===== config.mk =====
export PLATFORM = sky130hd
export DESIGN_NAME = pattern_sequencer
export DESIGN_NICKNAME = d
export VERILOG_FILES = /design/src/rtl/pattern_pkg.sv /design/src/rtl/pattern_ram.sv /design/src/rtl/pattern_sequencer.sv
export SDC_FILE = /design/constraint.sdc
export NUM_CORES = 1
export LEC_CHECK = 0
export CAP_MARGIN = 20
export CORE_ASPECT_RATIO = 0.75
export CORE_MARGIN = 2
export CORE_UTILIZATION = 45
export DETAILED_ROUTE_END_ITERATION = 8
export SYNTH_ARGS = -nofsm -noshare
export SYNTH_HDL_FRONTEND = slang
export SYNTH_SLANG_ARGS = --single-unit

===== constraint.sdc =====
create_clock -name clk -period 2.8 [get_ports clk]
set_input_delay 0.28 -clock clk [delete_from_list [all_inputs] [get_ports clk]]
set_output_delay 0.28 -clock clk [all_outputs]
set_load 0.01 [all_outputs]

===== src/rtl/pattern_pkg.sv =====
// Shared definitions for the pattern sequencer: playback states and
// default geometry of the pattern memory.
package pattern_pkg;

  localparam int DATA_W_DEF = 8;
  localparam int DEPTH_DEF  = 16;

  // Playback state encoding; also reported on the debug state output.
  typedef enum logic [1:0] {
    IDLE  = 2'd0,
    PLAY  = 2'd1,
    PAUSE = 2'd2
  } state_t;

endpackage


===== src/rtl/pattern_ram.sv =====
// Simple dual-port synchronous pattern memory. One write port and one
// read port with read enable. A read and a write to the same address in
// the same cycle return the old word (read-first). The read register is
// asynchronously cleared so the displayed pattern is 0 out of reset; the
// storage array itself is not reset.
module pattern_ram
  import pattern_pkg::*;
#(
  parameter int DATA_W = DATA_W_DEF,
  parameter int DEPTH  = DEPTH_DEF,
  localparam int ADDR_W = $clog2(DEPTH)
) (
  input  logic              clk,
  input  logic              rst,
  input  logic              wr_en,
  input  logic [ADDR_W-1:0] wr_addr,
  input  logic [DATA_W-1:0] wr_data,
  input  logic              rd_en,
  input  logic [ADDR_W-1:0] rd_addr,
  output logic [DATA_W-1:0] rd_data
);

  logic [DATA_W-1:0] mem [DEPTH];

  // Storage write; accepted every cycle regardless of playback state.
  always_ff @(posedge clk) begin
    if (wr_en) begin
      mem[wr_addr] <= wr_data;
    end
  end

  // Registered read; the old array contents are sampled, giving read-first.
  always_ff @(posedge clk or posedge rst) begin
    if (rst) begin
      rd_data <= '0;
    end else if (rd_en) begin
      rd_data <= mem[rd_addr];
    end
  end

endmodule


===== src/rtl/pattern_sequencer.sv =====
// Pattern sequencer: steps through the pattern memory one word per
// prescaler tick, playing once or looping up to a latched final address.
//
// Control inputs are single-cycle pulses (start, stop) or levels (pause,
// loop). They are evaluated with priority stop > start > pause > tick.
// A tick only has effect in PLAY when no higher-priority control is active;
// that tick reads mem[rd_addr] into the output register, so pattern,
// done and wrap all change at the edge that samples clk_en=1.
module pattern_sequencer
  import pattern_pkg::*;
#(
  parameter int DATA_W = DATA_W_DEF,
  parameter int DEPTH  = DEPTH_DEF,
  localparam int ADDR_W = $clog2(DEPTH)
) (
  input  logic              clk,
  input  logic              rst,
  input  logic              clk_en,
  input  logic              wr_en,
  input  logic [ADDR_W-1:0] wr_addr,
  input  logic [DATA_W-1:0] wr_data,
  input  logic              start,
  input  logic              stop,
  input  logic              pause,
  input  logic              loop,
  input  logic [ADDR_W-1:0] last_addr,
  output logic [DATA_W-1:0] pattern,
  output logic [ADDR_W-1:0] rd_addr,
  output logic              busy,
  output logic              done,
  output logic              wrap,
  output logic [1:0]        dbg_state
);

  localparam logic [1:0] ST_IDLE  = IDLE;
  localparam logic [1:0] ST_PLAY  = PLAY;
  localparam logic [1:0] ST_PAUSE = PAUSE;

  logic [1:0]        state_q, state_d;
  logic [ADDR_W-1:0] rd_addr_q, rd_addr_d;
  logic [ADDR_W-1:0] last_q, last_d;
  logic              done_q, done_d;
  logic              wrap_q, wrap_d;
  logic              tick_play;

  // Next-state, address counter and pulse generation in priority order.
  always_comb begin
    state_d   = state_q;
    rd_addr_d = rd_addr_q;
    last_d    = last_q;
    done_d    = 1'b0;
    wrap_d    = 1'b0;
    tick_play = 1'b0;
    if (stop) begin
      state_d   = ST_IDLE;
      rd_addr_d = '0;
    end else if (start) begin
      state_d   = ST_PLAY;
      rd_addr_d = '0;
      last_d    = last_addr;
    end else begin
      case (state_q)
        ST_PLAY: begin
          if (pause) begin
            state_d = ST_PAUSE;
          end else if (clk_en) begin
            tick_play = 1'b1;
            if (rd_addr_q != last_q) begin
              rd_addr_d = rd_addr_q + ADDR_W'(1);
            end else if (loop) begin
              rd_addr_d = '0;
              wrap_d    = 1'b1;
            end else begin
              state_d   = ST_IDLE;
              rd_addr_d = '0;
              done_d    = 1'b1;
            end
          end
        end
        ST_PAUSE: begin
          if (!pause) begin
            state_d = ST_PLAY;
          end
        end
        ST_IDLE: begin
          state_d = ST_IDLE;
        end
        default: begin
          // Unused encoding: fall back to a safe idle.
          state_d   = ST_IDLE;
          rd_addr_d = '0;
        end
      endcase
    end
  end

  // Control registers, all cleared asynchronously.
  always_ff @(posedge clk or posedge rst) begin
    if (rst) begin
      state_q   <= ST_IDLE;
      rd_addr_q <= '0;
      last_q    <= '0;
      done_q    <= 1'b0;
      wrap_q    <= 1'b0;
    end else begin
      state_q   <= state_d;
      rd_addr_q <= rd_addr_d;
      last_q    <= last_d;
      done_q    <= done_d;
      wrap_q    <= wrap_d;
    end
  end

  // The RAM read register is the pattern output itself.
  pattern_ram #(
    .DATA_W (DATA_W),
    .DEPTH  (DEPTH)
  ) u_ram (
    .clk     (clk),
    .rst     (rst),
    .wr_en   (wr_en),
    .wr_addr (wr_addr),
    .wr_data (wr_data),
    .rd_en   (tick_play),
    .rd_addr (rd_addr_q),
    .rd_data (pattern)
  );

  assign rd_addr   = rd_addr_q;
  assign busy      = (state_q == ST_PLAY) || (state_q == ST_PAUSE);
  assign done      = done_q;
  assign wrap      = wrap_q;
  assign dbg_state = state_q;

endmodule


**Yosys cells after proc, flatten, opt, wreduce, memory -nomap -nowiden**

Memories as Yosys holds them, arrays and structs flattened. A register that Yosys moved wholly into a read port is not among the register bits.
Cells that the tools add are included.

- Register bits after elaboration: 12
- Bits in writable memories: 128
- Bits of input ports: 24
- Output and inout bits: 17
- Word-level logic and storage cells: 59
- Memories kept: 1

Memories:

| name | words | width | rd ports | clocked after memory_dff | wr ports | RTL line | text |
|---|---|---|---|---|---|---|---|
| u_ram.mem | 16 | 8 | 1 | 1 | 1 | pattern_ram.sv:23 | `logic [DATA_W-1:0] mem [DEPTH];` |

- Add/subtract/negate cells: 1
- Equality and inequality tests: 10
- Multiplexer cells: 35
- Bitwise logic cells: 1
- Reduce and logical (&&, ||, !) cells: 6

Operators with widths:

| operator | count |
|---|---|
| $mux W1 | 21 |
| $mux W4 | 5 |
| $ne A5 B5 Y1 const B | 3 |
| $mux W2 | 7 |
| $ne A4 B4 Y1 const B | 3 |
| $pmux W4 S2 | 1 |
| $add A4 B1 Y4 const B | 1 |
| $ne A4 B4 Y1 | 1 |
| $pmux W2 S2 | 1 |
| $reduce_and A4 Y1 | 1 |
| $ne A3 B1 Y1 const B | 1 |
| $reduce_and A3 Y1 | 1 |
| $eq A2 B1 Y1 const B | 1 |
| $eq A2 B2 Y1 const B | 1 |
| $logic_not A2 Y1 | 1 |
| $reduce_and A2 Y1 | 1 |
| $reduce_or A2 Y1 | 1 |
| $logic_or A1 B1 Y1 | 1 |
| $not A1 Y1 | 1 |

**Depth between registers and ports, before layout**

Gate-level depths: netlist of the first run.

- Word-level depth: 7
- Depth in mapped cells: 8
- Depth with buffers taken out: 6

**Hierarchy**

Synthesis of the first run repeated with hierarchy kept, for this count alone.

- Cells, all modules: 307
- Area total of the unflattened synthesis: 6049.6 um^2

Modules (own cells, without submodules):

| module | instances | cells an instance | area each (um^2) |
|---|---|---|---|
| pattern_ram | 1 | 241 | 5335.1 |
| pattern_sequencer | 1 | 66 | 714.4 |

**Worst setup path after synthesis of the first run**

Ideal clock, no wire load.

- Path kind: register to register
- Start point: register state_q[1] (netlist: dbg_state[1])
- End point: register u_ram.rd_data[4], read port of u_ram.mem
- Library setup time: 0.095 ns
- Arrival: 1.918 ns
- Required time: 2.705 ns
- Path slack: 0.786 ns
- Stages on the path, launching flop included: 8
- Buffers on the path: 2
- Clock period less this slack: 2.014 ns
- Cells stage by stage: dfrtp_1 -> inv_1 -> ha_1 -> or3b_1 -> or2_2 -> buf_2 -> buf_2 -> o31ai_1

- Word-level cells in the longest chain between the ends: 4

Ends and longest elaborated chain:

| element | RTL line | text |
|---|---|---|
| from (decl) | pattern_sequencer.sv:39 | `logic [1:0] state_q, state_d;` |
| from (signal assigned) | pattern_sequencer.sv:106 | `state_q <= state_d;` |
| $eq A2 B1 Y1 | pattern_sequencer.sv:62 | `case (state_q)` |
| $mux W1 | pattern_sequencer.sv:62 |  |
| $mux W1 | pattern_sequencer.sv:57 | `end else if (start) begin` |
| $mux W1 | pattern_sequencer.sv:54 | `if (stop) begin` |
| to (decl) | pattern_ram.sv:20 | `output logic [DATA_W-1:0] rd_data` |

No other way between the ends.
A chain may end at the register's enable or synchronous reset.

**Final worst setup path of the first run**

- Start point: register state_q[1] (netlist: dbg_state[1])
- End point: register u_ram.rd_data[3], read port of u_ram.mem

The elaborated chain is that of the path after synthesis.

==> results_dict.tcl, run 1 <==
set metrics [dict create \
    status "completed" \
    cp.required_ns 3.08 \
    die_area_sq_mm 0.0140 \
    io_buffers 40 \
    yosysSeqAreaShare 0.737 \
    post-route-period-util 0.782 \
    worstHoldPathType "input port to async pin" \
    synth-simple-area-share 0.0501 \
    drc 0 \
    vias 3055 \
    drv_slew 0 \
    cp-start-kind "flip-flop" \
    finClkSkew_ns 0.00736 \
    post_synth_fa_ha_maj_area_fraction 0.00849 \
    worstSetupEndpointType "flip-flop" \
    clk_latency_ns 0.41 \
    period_minus_slack_ns 2.19 \
    synthDistinctLibCells 38 \
    slew_headroom 0.471 \
    ys.flop_type "edfxtp_1" \
    gp_congestion 0.770 \
    gr-usage-all-layers 0.179 \
    cp-startpoint "dbg_state[1]" \
    synth_fp_nets 333 \
    crit_type "flip-flop to flip-flop" \
    via_per_inst 5.47 \
    setup_tns_ns 0 \
    synthArstFlopShare 0.135 \
    maxCapViolations 0 \
    dr.first_iter.drc_count 159 \
    initial_core_util 0.458 \
    cts_tree "yes" \
    antenna_cells_inserted 0 \
    dieHeight_microns 103 \
    synth_compound_area_frac 0.0327 \
    cp.arrival_ns 2.47 \
    fill_cells 1013 \
    ir_drop_uv 420 \
    clk_pin_slew_worst_paths_ns 0.06 \
    grt_pass1_wl_mm 17.5 \
    areaGrowthSynthToFinish_pct 22.3 \
    synth_xor_xnor_area_share 0.00743 \
    die_x_microns 136 \
    multi_input_area_sq_mm 0.00147 \
    htreeDepth 4 \
    setup_slack_ns 0.610 \
    drive_gt1_frac 0.225 \
    seq_area_sq_mm 0.00435 \
    core.rowCount 36 \
    worst_pin_slew_ns 0.793 \
    ys_ff_latch 148 \
    cp_max_fo 17 \
    fp.coreArea_sq_mm 0.0129 \
    clock-sinks 148 \
    grt_pass1_vias 2978 \
    drt-wirelength-per-cell_microns 20.6 \
    synth_mux_area_frac 0.150 \
    rsz0062_at_grt "false" \
    cts-hold-fix-buffers 0 \
    postCtsSetupRepairBufs 0 \
    synth_top_family_by_area "multiplexers" \
    antenna_left 0 \
    routed_wl_mm 11.5 \
    dp_hpwl_mm 7.52 \
    grt.met2_usage 0.271 \
    cts_resized 0 \
    ys_warn_count 0 \
    finalSetupViolCount 0 \
    grt_max_degree 21 \
    syn-instance-count 305 \
    synth-edff-count 128 \
    io_pins 41 \
    fmax_mhz 457 \
    reg2reg_from "dbg_state[1]" \
    cts_buffers 17 \
    overflow 0 \
    layout.cells.non_filler 558 \
    finalHoldViolCount 0 \
    ctsLongestPathBuffers 2 \
    antenna_found_initial 0 \
    p_leak_nw 2.37 \
    grt_use_met1 0.251 \
    dp_cells 527 \
    cts_root_buf "clkbuf_16" \
    syn_area_sq_mm 0.00590 \
    place_ws_ns 0.561 \
    avgSynthCellArea_sq_um 19.3 \
    fin_nets 403 \
    use_met3 0.0536 \
    grt-busiest-layer "met2" \
    firstDrtPassIters 5 \
    powerDensity_mw_per_mm2 693 \
]
==> sequential cells by signal, indices dropped and copies added (netlist names) <==
| register | flops |
|---|---|
| last_q | 4 |
| u_ram.rd_data | 8 |
| dbg_state | 2 |
| rd_addr | 4 |
| wrap | 1 |
| u_ram.mem | 128 |
| done | 1 |
==> metal layers <==
layer,up-vias,share of wire,routed length [microns]
li1,1387,-,-
met5,-,0,0
met4,0,0.015,177
met2,98,0.47,5350
met1,1556,0.45,5200
met3,14,0.066,762
==> cells by family (layout without fill, tap and decap cells) <==
group | after synthesis | after routing
flip-flops | 148 | 148
AND/OR/NAND/NOR | 60 | 60
AO/OA/AOI/OAI | 26 | 26
XOR/XNOR | 5 | 5
adder cells (fa/ha/maj) | 4 | 4
multiplexers | 44 | 44
buffers and inverters | 18 | 100
==> layout make-up <==
cell class              instances  area share
well taps                     171      0.0297
repair buffers                 63      0.0795
inverters                       6     0.00312
clock buffers                  19      0.0600
clock inverters                12      0.0215
flip-flops and latches        148       0.603
multi-input cells             139       0.204
==> path summary, 6_finish.rpt <==
path,cells after the start,slack [ns],to
setup / recovery,5,0.61,u_ram.rd_data[3]
hold / removal,2,0.32,dbg_state[1]
setup reg to reg,5,0.61,u_ram.rd_data[3]
hold reg to reg,2,0.50,u_ram.rd_data[4]
max in group asynchronous,2,1.93,rd_addr[1]
min in group clk,2,0.47,done
==> critical path, stage by stage (launching register included) <==
cell and delay, ns:
dfrtp_1 0.41, inv_1 0.10, ha_1 0.24, or3b_1 0.45
or2_2 0.45, o311ai_0 0.40
==> through the flow <==
stage,area [sq um],hold WS (ns),utilization,total power [mW]
2_1_floorplan,5900,0.244,-,2.64
3_3_place_gp,6620,0.497,0.514,2.78
3_5_place_dp,6620,0.497,0.514,2.79
4_1_cts,7210,0.353,0.560,5.05
5_1_grt,7210,0.385,0.560,5.17
6_report,7210,0.322,0.560,5.00
==> power breakdown <==
part           switching (mW)  internal (mW)
combinational           0.117          0.121
clock                   0.860           1.40
sequential             0.0332           2.47
==> synthesized netlist by cell type, types with 2 or more instances <==
cell type,instances,area (sq um)
edfxtp_1,128,3840
mux4_2,26,586
dfrtp_1,20,500
nor2_1,15,56.3
nand2_1,14,52.6
nor3_1,9,45.0
buf_2,8,40.0
mux4_1,7,184
a22oi_1,6,45.0
inv_1,6,22.5
mux2i_1,6,60.1
nand3_1,6,30.0
o311ai_0,6,52.6
mux2_2,5,56.3
o21ai_0,5,25.0
xnor2_1,5,43.8
ha_1,4,50.1
nand2b_1,3,18.8
nand3b_1,3,22.5
a211oi_1,2,15.0
clkbuf_1,2,7.51
nor2b_1,2,12.5
or2_2,2,12.5
==> placed cells by master, fill, tap and decap left out, types with 3 or more instances in the layout <==
cell / count
edfxtp_1: 128
clkdlybuf4s50_1: 40
mux4_2: 26
buf_4: 23
dfrtp_1: 19
clkbuf_16: 17
nor2_1: 15
nand2_1: 14
nor3_1: 9
mux4_1: 7
inv_1: 6
mux2i_1: 6
a22oi_1: 6
o311ai_0: 6
nand3_1: 6
xnor2_1: 5
mux2_2: 5
o21ai_0: 5
ha_1: 4
nand2b_1: 3
nand3b_1: 3
clkinv_2: 3
bufinv_16: 3
inv_6: 3
No activity file was read; power rests on OpenSTA's default activity.
==> inputs of run 2 (changes only) <==
--- a/config.mk
+++ b/config.mk
@@ -10,6 +10,7 @@
 export CORE_MARGIN = 2
 export CORE_UTILIZATION = 45
 export DETAILED_ROUTE_END_ITERATION = 8
+export PLACE_DENSITY = 0.66
 export SYNTH_ARGS = -nofsm -noshare
 export SYNTH_HDL_FRONTEND = slang
 export SYNTH_SLANG_ARGS = --single-unit
==> constraint.sdc (replaced) <==
create_clock -name clk -period 1.85 [get_ports clk]
set_input_delay 0.185 -clock clk [delete_from_list [all_inputs] [get_ports clk]]
set_output_delay 0.185 -clock clk [all_outputs]
set_load 0.01 [all_outputs]
==> run 2 against run 1 <==
  * Sequential cell count stayed put
  * Via count is 3.2% higher
  * Core utilization is 1.8 points higher
  * Maximum frequency is 18% higher
  * Largest cell class unchanged
==> results_dict.tcl, run 2 (same netlist as run 1, synthesis figures left out) <==
set metrics [dict create \
    status "completed" \
    gp_congestion 0.764 \
    antenna_found_initial 0 \
    fmax_mhz 541 \
    p_leak_nw 2.50 \
    rsz0062_at_grt "true" \
    top_regs "u_ram.mem (128), u_ram.rd_data (8)" \
    fin_nets 424 \
    path_depth 3 \
    power_mw 7.66 \
    ir_drop_uv 572 \
    powerDensity_mw_per_mm2 1030 \
    worstSetupEndpointType "flip-flop" \
    gr-usage-all-layers 0.180 \
    critPathBufInv 0 \
    dr.first_iter.drc_count 245 \
    fin_area_sq_mm 0.00744 \
    areaGrowthSynthToFinish_pct 26.1 \
    cp.required_ns 2.15 \
    finalHoldViolCount 0 \
    cp_max_fo 7 \
    drive_gt1_frac 0.289 \
    clock-sinks 148 \
    antenna_left 0 \
    reg2regPathDepth 3 \
    cts_tree "yes" \
    drv_slew 0 \
    grt_max_degree 21 \
    crit_top_cell "mux4_2" \
    overflow 0 \
    finClkSkew_ns 0.00463 \
    reg2reg_from "rd_addr[0]" \
    cts_root_buf "clkbuf_16" \
    htreeDepth 4 \
    cp-start-kind "flip-flop" \
    multi_input_area_sq_mm 0.00149 \
    ctsLongestPathBuffers 2 \
    maxCapViolations 0 \
    antenna_cells_inserted 0 \
    slew_headroom 0.606 \
    fill_cells 1025 \
    core.rowCount 36 \
    grt_pass1_wl_mm 17.8 \
    grt_pass1_vias 3151 \
    clk_latency_ns 0.41 \
    largest_reg_flops 128 \
    die_area_sq_mm 0.0140 \
    cp_top_family "multiplexers" \
    r2r_slack_ns 0.0008 \
    crit_slowest_cell "mux4_2" \
    path_cells "mux4_2 -> mux4_2 -> mux2_2" \
    drc 0 \
    post-route-period-util 1.00 \
    final_common_cell "edfxtp_1" \
    seq_area_sq_mm 0.00435 \
    io_buffers 40 \
    setup_tns_ns 0 \
    firstDrtPassIters 4 \
    fp.coreArea_sq_mm 0.0129 \
    largest-register "u_ram.mem" \
    routed_wl_mm 11.6 \
    vias 3153 \
    crit_type "flip-flop to flip-flop" \
    worst_pin_slew_ns 0.589 \
    post_dp_cell_area_sq_mm 0.00681 \
    clk_pin_slew_worst_paths_ns 0.06 \
    die_x_microns 136 \
    io_pins 41 \
    initial_core_util 0.458 \
    cp.arrival_ns 2.15 \
    period_minus_slack_ns 1.85 \
    dp_hpwl_mm 7.49 \
    cp_slowest_stage_delay_ns 0.53 \
    worstHoldPathType "input port to async pin" \
    drt-wirelength-per-cell_microns 20.0 \
    dieHeight_microns 103 \
    final_cell_mix "edfxtp_1, buf_4, clkdlybuf4s50_1, mux4_2, dfrtp_1" \
    rr_endpoint "u_ram.rd_data[0]" \
    cts_buffers 17 \
    via_per_inst 5.44 \
    finalSetupViolCount 0 \
]
==> run 2: changes by cell type in the layout (fill, tap and decap cells not counted), moves of 2 or more <==
cell      previous run  this run
inv_8                0         3
o311ai_1             0         5
clkinv_2             3         0
buf_4               23        41
inv_6                3         7
mux4_1               7         5
o311ai_0             6         0
mux4_2              26        28
clkbuf_1             2         0
buf_12               0         2
==> run 2: cell type report <==
cell class	instances	area share
Sequential cell	148	0.585
Timing Repair Buffer	84	0.102
Clock inverter	15	0.0242
Multi-Input combinational cell	139	0.200
Inverter	6	0.00303
Clock buffer	17	0.0572
Tap cell	171	0.0288
==> run 2: worst max path at each step <==
stage | from | end | slack [ns]
CTS | rd_addr[0] | u_ram.rd_data[0] | -0.02
global route | rd_addr[0] | u_ram.rd_data[0] | -0.06
detailed placement | rd_addr[0] | u_ram.rd_data[3] | -0.03
global placement | rd_addr[1] | u_ram.rd_data[4] | -0.002
floorplan | rd_addr[0] | u_ram.rd_data[0] | -0.05
finish | rd_addr[0] | u_ram.rd_data[0] | 0.0008
==> run 2: per-layer routing <==
metal  up-vias  part of all wire  track usage
met5         -                 0            0
met4         0            0.0061       0.0601
met3         6             0.069       0.0433
met2        97              0.49        0.290
li1       1429                 -            -
met1      1621              0.43        0.246
==> run 2: stage by stage <==
step	worst slack (ns)	util	instances	hold slack (ns)
after floorplan	-0.0522	-	305	0.149
final	0.000824	0.577	580	0.114
after CTS	-0.0181	0.576	579	0.104
after global placement	-0.00219	0.529	546	0.489
after global routing	-0.0632	0.577	580	0.140
after detailed placement	-0.0331	0.529	546	0.491
==> run 2: repair_timing <==
item | CTS | global route
pin swaps | 0 | 0
setup buffers | 1 | 1
hold buffers | 0 | 0
endpoints found under the setup margin | 7 | 8
resized for setup | 7 | 6
==> run 2: worst min-delay path, cell delays in order <==
cell	delay, ns
clkdlybuf4s50_1	0.40
inv_1	0.05
buf_4	0.27
==> run 2: power breakdown <==
group	internal (mW)	switching [mW]	leakage, nW
clock	2.05	1.44	0.296
combinational	0.208	0.186	0.787
sequential	3.74	0.0453	1.41
total	5.99	1.67	2.50
==> inputs of run 3 (changes only) <==
--- a/config.mk
+++ b/config.mk
@@ -8,9 +8,9 @@
 export CAP_MARGIN = 20
 export CORE_ASPECT_RATIO = 0.75
 export CORE_MARGIN = 2
-export CORE_UTILIZATION = 45
+export CORE_UTILIZATION = 52
 export DETAILED_ROUTE_END_ITERATION = 8
-export PLACE_DENSITY = 0.66
+export PLACE_DENSITY = 0.75
 export SYNTH_ARGS = -nofsm -noshare
 export SYNTH_HDL_FRONTEND = slang
 export SYNTH_SLANG_ARGS = --single-unit
==> run 3 against run 2 <==
  * The flow now finishes with violations (setup timing)
  * First-iteration DRC count up 41%
  * Global-route usage rose by 4.0 points
  * Critical path type unchanged
  * Setup slack got worse by 0.033 ns
  * Die area down 13%
==> results_dict.tcl, run 3 (same netlist as run 1, synthesis figures left out) <==
set metrics [dict create \
    status "complete, but fails checks" \
    violations "setup timing" \
    final_common_cell "edfxtp_1" \
    cp_max_fo 7 \
    reg2regPathDepth 3 \
    gr-usage-all-layers 0.220 \
    path_depth 3 \
    p_leak_nw 2.52 \
    ir_drop_uv 795 \
    io_buffers 40 \
    antenna_cells_inserted 0 \
    clk_latency_ns 0.42 \
    ctsLongestPathBuffers 2 \
    clock-sinks 148 \
    final_cell_mix "edfxtp_1, buf_4, clkdlybuf4s50_1, mux4_2, clkbuf_16" \
    initial_core_util 0.537 \
    die_x_microns 127 \
    clk_pin_slew_worst_paths_ns 0.06 \
    rsz0062_at_grt "true" \
    cp_slowest_stage_delay_ns 0.54 \
    cp-start-kind "flip-flop" \
    critPathBufInv 0 \
    antenna_found_initial 0 \
    finalSetupViolCount 2 \
    cp_top_family "multiplexers" \
    dp_hpwl_mm 7.83 \
    worstHoldPathType "input port to async pin" \
    setup_slack_ns -0.0323 \
    grt_pass1_wl_mm 18.9 \
    finClkSkew_ns 0.00490 \
    vias 3302 \
    via_per_inst 5.94 \
    drt-wirelength-per-cell_microns 23.0 \
    grt_max_degree 21 \
    fmax_mhz 531 \
    fin_util 0.682 \
    worst_pin_slew_ns 0.678 \
    overflow 0 \
    areaGrowthSynthToFinish_pct 26.9 \
    cts_tree "yes" \
    dieHeight_microns 96.2 \
    top_regs "u_ram.mem (128), u_ram.rd_data (8)" \
    gp_congestion 0.853 \
    slew_headroom 0.547 \
    cp.required_ns 2.15 \
    drc 0 \
    die_area_sq_mm 0.0122 \
    powerDensity_mw_per_mm2 1000 \
    core.rowCount 33 \
    io_pins 41 \
    drive_gt1_frac 0.303 \
    fin_nets 431 \
    drv_slew 0 \
    finalHoldViolCount 0 \
    cts_root_buf "clkbuf_16" \
    crit_slowest_cell "mux4_2" \
    fill_cells 724 \
    cp.arrival_ns 2.19 \
    post-route-period-util 1.02 \
    largest-register "u_ram.mem" \
    grt_pass1_vias 3309 \
    firstDrtPassIters 5 \
    antenna_left 0 \
    hold-worst-slack_ns 0.107 \
    crit_top_cell "mux4_2" \
    fp.coreArea_sq_mm 0.0110 \
    cts_buffers 17 \
    routed_wl_mm 12.8 \
    htreeDepth 4 \
    period_minus_slack_ns 1.88 \
    crit_type "flip-flop to flip-flop" \
    path_cells "mux4_2 -> mux4_2 -> mux2_4" \
    maxCapViolations 0 \
    dr.first_iter.drc_count 346 \
    worstSetupEndpointType "flip-flop" \
    largest_reg_flops 128 \
]
## run 3: cell types whose count changed in the layout (fill, tap and decap cells not counted), sizes merged
cell	before	now
inv	16	8
buf	44	50
clkinv	2	6
clkinvlp	1	4
clkbuf	17	19
## run 3: area by class of cell
cell class	instances	area [sq um]	share of cell area
Clock buffer	18	429	0.0573
Clock inverter	14	136	0.0182
Inverter	6	22.5	0.00301
Multi-Input combinational cell	139	1510	0.202
Sequential cell	148	4350	0.581
Tap cell	140	175	0.0234
Timing Repair Buffer	91	862	0.115
## run 3: where the power goes
part	total (mW)	internal (mW)	switching [mW]
clock	3.32	1.97	1.35
sequential	3.78	3.74	0.0453
combinational	0.414	0.214	0.200
total	7.52	5.92	1.60
## run 3: timing repair
action	CTS	global route
hold buffers	0	0
pin swaps	0	0
setup endpoints to repair	10	10
resized for setup	11	10
setup buffers	4	4
gates cloned	0	1
endpoints found under the hold margin	0	0
## run 3: tightest hold or removal path: stages
cell,delay (ns)
clkdlybuf4s50_1,0.40
inv_1,0.05
buf_4,0.28
## run 3: path summary, 6_finish.rpt
path / startpoint / end / slack (ns)
max in group asynchronous: rst / rd_addr[1] / 1.49
worst max-delay path: rd_addr[0] / u_ram.rd_data[0] / -0.03
min in group clk: loop / done / 0.35
worst min register to register: u_ram.rd_data[4] / u_ram.rd_data[4] / 0.49
worst max register to register: rd_addr[0] / u_ram.rd_data[0] / -0.03
worst min-delay path: rst / done / 0.11
## run 3: per-layer routing
metal  GRT usage  wire length [microns]  share of wire  up-vias
met5           0                      0              0        -
met4      0.0604                    223          0.017        0
met3      0.0600                   1130          0.089       24
met2       0.356                   6010           0.47      168
met1       0.302                   5410           0.42     1669
li1            -                      -              -     1441
## run 3: metrics by stage
step / setup TNS (ns) / setup WS (ns) / power, mW / std cells / cell area [sq um]
global placement: -0.0383 / -0.0383 / 4.23 / 515 / 6770
floorplan: -0.0522 / -0.0522 / 3.99 / 305 / 5930
finish: -0.0419 / -0.0323 / 7.52 / 556 / 7490
global route: -0.522 / -0.0908 / 7.75 / 556 / 7490
CTS: -0.0703 / -0.0378 / 7.54 / 551 / 7390
detailed placement: -0.447 / -0.167 / 4.25 / 515 / 6770
==> variant 1, RTL diff (flow settings as in run 3) <==
`rd_addr_q` no longer has a reset.
--- a/src/rtl/pattern_sequencer.sv
+++ b/src/rtl/pattern_sequencer.sv
@@ -98,17 +98,19 @@
   always_ff @(posedge clk or posedge rst) begin
     if (rst) begin
       state_q   <= ST_IDLE;
-      rd_addr_q <= '0;
       last_q    <= '0;
       done_q    <= 1'b0;
       wrap_q    <= 1'b0;
     end else begin
       state_q   <= state_d;
-      rd_addr_q <= rd_addr_d;
       last_q    <= last_d;
       done_q    <= done_d;
       wrap_q    <= wrap_d;
     end
+  end
+
+  always_ff @(posedge clk) begin
+    rd_addr_q <= rd_addr_d;
   end
 
   // The RAM read register is the pattern output itself.
Function: differs if rst is asserted again (counterexample within 4 cycles, from zero or initial values and one cycle with rst high); with rst held inactive, the same outputs for 10 cycles.
==> variant 1 against run 3 <==
  * Final area fell by 0.18%
  * Worst setup slack improved by 0.10 ns
  * Via count rose by 0.73%
  * Wire length is 3.9% lower
  * Sequential share of layout area down 0.11 points
  * First-iteration DRC count shrank 20%
  * Synthesized area grew 0.93%
  * Total power is 2.2% higher
  * Sequential cell count did not move
==> variant 1: results (changes against run 3) <==
Status
  – Status: completed (was complete, but fails checks)

Layout
  – Final #Nets: 432 (was 431)
  – Multi-input gate area: 1530 um2 (was 1510 um2)
  – Final clock-cell share: 0.0794 (was 0.0755)
  – Seq/total area: 0.580 (was 0.581)
  – Layout fillers: 728 (was 724)

Global route
  – Number of global-route vias before repair: 3411 (was 3309)
  – M1 GR Usage: 0.296 (was 0.302)
  – Met3 Usage GRT: 0.0642 (was 0.0600)

Worst setup path
  – Slowest stage delay, CP: 0.62 ns (was 0.54 ns)
  – Worst EP required: 1.66 ns (was 2.15 ns)
  – Crit Path Max Fanout: 8 (was 7)
  – Reg2Reg Depth: 7 (was 3)

Logic synthesis
  – Post-synthesis cell type count: 43 (was 38)
  – Seq/Total Area, Yosys: 0.727 (was 0.737)
  – Mux contribution to synthesized area: 0.142 (was 0.150)
  – Post-Synthesis Cells: 311 (was 305)
  – Leading post-synthesis cells by cell area: edfxtp_1 65%, mux4_2 12%, dfrtp_1 6.7%, dfxtp_1 1.3%, mux2i_1 1.3% (was edfxtp_1 65%, mux4_2 9.9%, dfrtp_1 8.5%, mux4_1 3.1%, mux2i_1 1.0%)
  – Synth Area in Compound Gates: 0.0351 (was 0.0327)
  – Post-Synth Adder-Cell Area: 0.00841 (was 0.00849)

Power
  – Max VDD drop: 0.830 mV (was 0.795 mV)
  – Leak: 0.00249 uW (was 0.00252 uW)

Drt
  – DR WL/cell: 22.0 um (was 23.0 um)
  – WL met2: 6.17 mm (was 6.01 mm)
  – Post-Route M1 WL: 5.16 mm (was 5.41 mm)

Place
  – Pre-CTS setup slack: -0.0284 ns (was -0.167 ns)
  – Dpl cell area: 6780 um2 (was 6770 um2)
  – Post-DP HPWL: 7.62 mm (was 7.83 mm)
-- variant 1: changes by cell type after synthesis, sizes merged, moves of 3 or more --
cell	delta
dfxtp	+4
dfrtp	-4
a21oi	+3
nand4	+4
o311ai	-6
o211ai	+9
o21ai	-5
-- variant 1: worst paths after layout --
path,from,slack [ns],to
worst max-delay path,rd_addr[2],0.07,rd_addr[2]
worst min-delay path,rst,0.21,dbg_state[0]
worst max register to register,dbg_state[1],0.09,u_ram.rd_data[4]
worst min register to register,u_ram.rd_data[7],0.51,u_ram.rd_data[7]
max in group asynchronous,rst,1.16,last_q[1]
min in group clk,loop,0.35,done
-- variant 1: what timing repair did --
action,4_1_cts,5_1_grt
setup buffers,1,7
pin swaps,1,1
endpoints found under the setup margin,5,10
hold buffers,0,0
resized for setup,3,2
hold endpoints to repair,0,0
-- variant 1: power breakdown --
part           internal [uW]  switching [uW]
sequential              3750            57.7
clock                   2030            1340
combinational            259             247
==> variant 2, RTL diff (flow settings as in run 3) <==
Without the edit above. The package constant `DATA_W_DEF` goes from 8 to 10.
--- a/src/rtl/pattern_pkg.sv
+++ b/src/rtl/pattern_pkg.sv
@@ -2,7 +2,7 @@
 // default geometry of the pattern memory.
 package pattern_pkg;
 
-  localparam int DATA_W_DEF = 8;
+  localparam int DATA_W_DEF = 10;
   localparam int DEPTH_DEF  = 16;
 
   // Playback state encoding; also reported on the debug state output.
Ports: changed (resized pattern and wr_data); port bits go from 41 to 45. No check against the original RTL was run, so the function may have changed too.
==> variant 2 against run 3 <==
  * Die area rose by 22%
  * Critical endpoint is now u_ram.rd_data[1]
  * Worst setup slack improved by 0.042 ns
  * Total power rose by 14%
  * Via count is 18% higher
  * Synthesized area increased by 23%
  * Final area increased by 19%
  * Wire length increased by 18%
  * First-iteration DRC count grew 22%
  * Sequential cell count is 34 higher
==> variant 2: results (changes against run 3) <==
Place
  – Placer Congestion: 0.806 (was 0.853)
  – Post-DP HPWL: 9.71 mm (was 7.83 mm)
  – Dpl cell area: 8250 um2 (was 6770 um2)
  – Pre-CTS setup slack: -0.0239 ns (was -0.167 ns)
  – Input/output buffers: 44 (was 40)

Layout
  – Post-Layout Cell Count: 664 (was 556)
  – Layout cells sized above 1: 0.307 (was 0.303)
  – Final #Nets: 506 (was 431)

Drt
  – DR WL/cell: 22.6 um (was 23.0 um)
  – Routed wl met3: 956 um (was 1.13 mm)
  – Post-Route M1 WL: 6.76 mm (was 5.41 mm)

Global route
  – First-pass GRT wire length: 23.1 mm (was 18.9 mm)
  – Grt met2 use: 0.323 (was 0.356)
  – GRT Total Usage: 0.215 (was 0.220)
  – Met3 Usage GRT: 0.0495 (was 0.0600)
  – Number of global-route vias before repair: 3948 (was 3309)

Worst setup path
  – CP top delay family: simple AND/OR/NAND/NOR gates (was multiplexers)
  – Slowest stage delay, CP: 0.40 ns (was 0.54 ns)
  – Crit Path Max Fanout: 13 (was 7)
  – CP arrival: 2.21 ns (was 2.19 ns)

STA
  – Worst slew pin tran: 0.654 ns (was 0.678 ns)
  – Layout Skew: 0.00632 ns (was 0.00490 ns)

Logic synthesis
  – Ys async rst share: 0.121 (was 0.135)
  – Number of synthesized flops with an enable pin: 160 (was 128)
  – Post-Synthesis Cells: 373 (was 305)
  – Seq/Total Area, Yosys: 0.738 (was 0.737)
  – Leading cell types by count after synthesis: 160 x edfxtp_1, 40 x mux4_2, 22 x dfrtp_1 (was 128 x edfxtp_1, 26 x mux4_2, 20 x dfrtp_1)

Power
  – Leak: 0.00304 uW (was 0.00252 uW)

Status
  – Status: completed (was complete, but fails checks)
variant 2: changes by cell type after synthesis, moves of 6 or more:
cell / run 3 / this run
edfxtp_1: 128 / 160
mux4_2: 26 / 40
mux2i_1: 6 / 15
mux4_1: 7 / 0
a22oi_1: 6 / 0
nand2b_1: 3 / 9
o311ai_0: 6 / 0
variant 2: worst register-to-register path, cell delays in order (launching register included):
cell,delay (ns)
dfrtp_1,0.37
buf_4,0.13
ha_1,0.16
nor2b_1,0.21
nand3_1,0.16
buf_6,0.18
nor4bb_1,0.40
or3_1,0.17
variant 2: what timing repair did:
| action | CTS | global route |
|---|---|---|
| buffers inserted | 6 | 2 |
| gates resized for setup | 3 | 11 |
| endpoints found under the setup margin | 3 | 12 |
| pin swaps | 0 | 1 |
| hold endpoints to repair | 0 | 0 |
variant 2: layout make-up:
type	count	area [um2]
clock buffers	17	425
flip-flops and latches	182	5360
multi-input cells	169	1820
repair buffers	101	948
fillers	868	4720
inverters	5	18.8
clock inverters	15	139
well taps	175	219
variant 2: power breakdown:
group          switching, uW  total [uW]  leakage (uW)  internal (uW)
clock network           1640        3420      0.000277           1780
registers               54.0        4660       0.00173           4600
logic                    243         499       0.00104            255
total                   1940        8580       0.00304           6640
variant 2: worst paths after layout:
path	end	slack (ns)	cells after the start
max in group asynchronous	rd_addr[2]	1.46	3
min reg2reg	u_ram.rd_data[2]	0.48	2
max reg2reg	u_ram.rd_data[1]	0.01	7
min	done	0.12	3
max	u_ram.rd_data[1]	0.01	7
min in group clk	last_q[3]	0.37	2
variant 2: kinds of logic (layout without fill, tap and decap cells):
kind of cell    Yosys count  after routing  synth area share
compound gates           29             29            0.0273
xor+xnor                  4              4           0.00483
fa+ha+maj                 4              4           0.00690
buf+inv                  22            138            0.0145
flops                   182            182             0.738
mux                      65             65             0.160
simple gates             67             67            0.0479
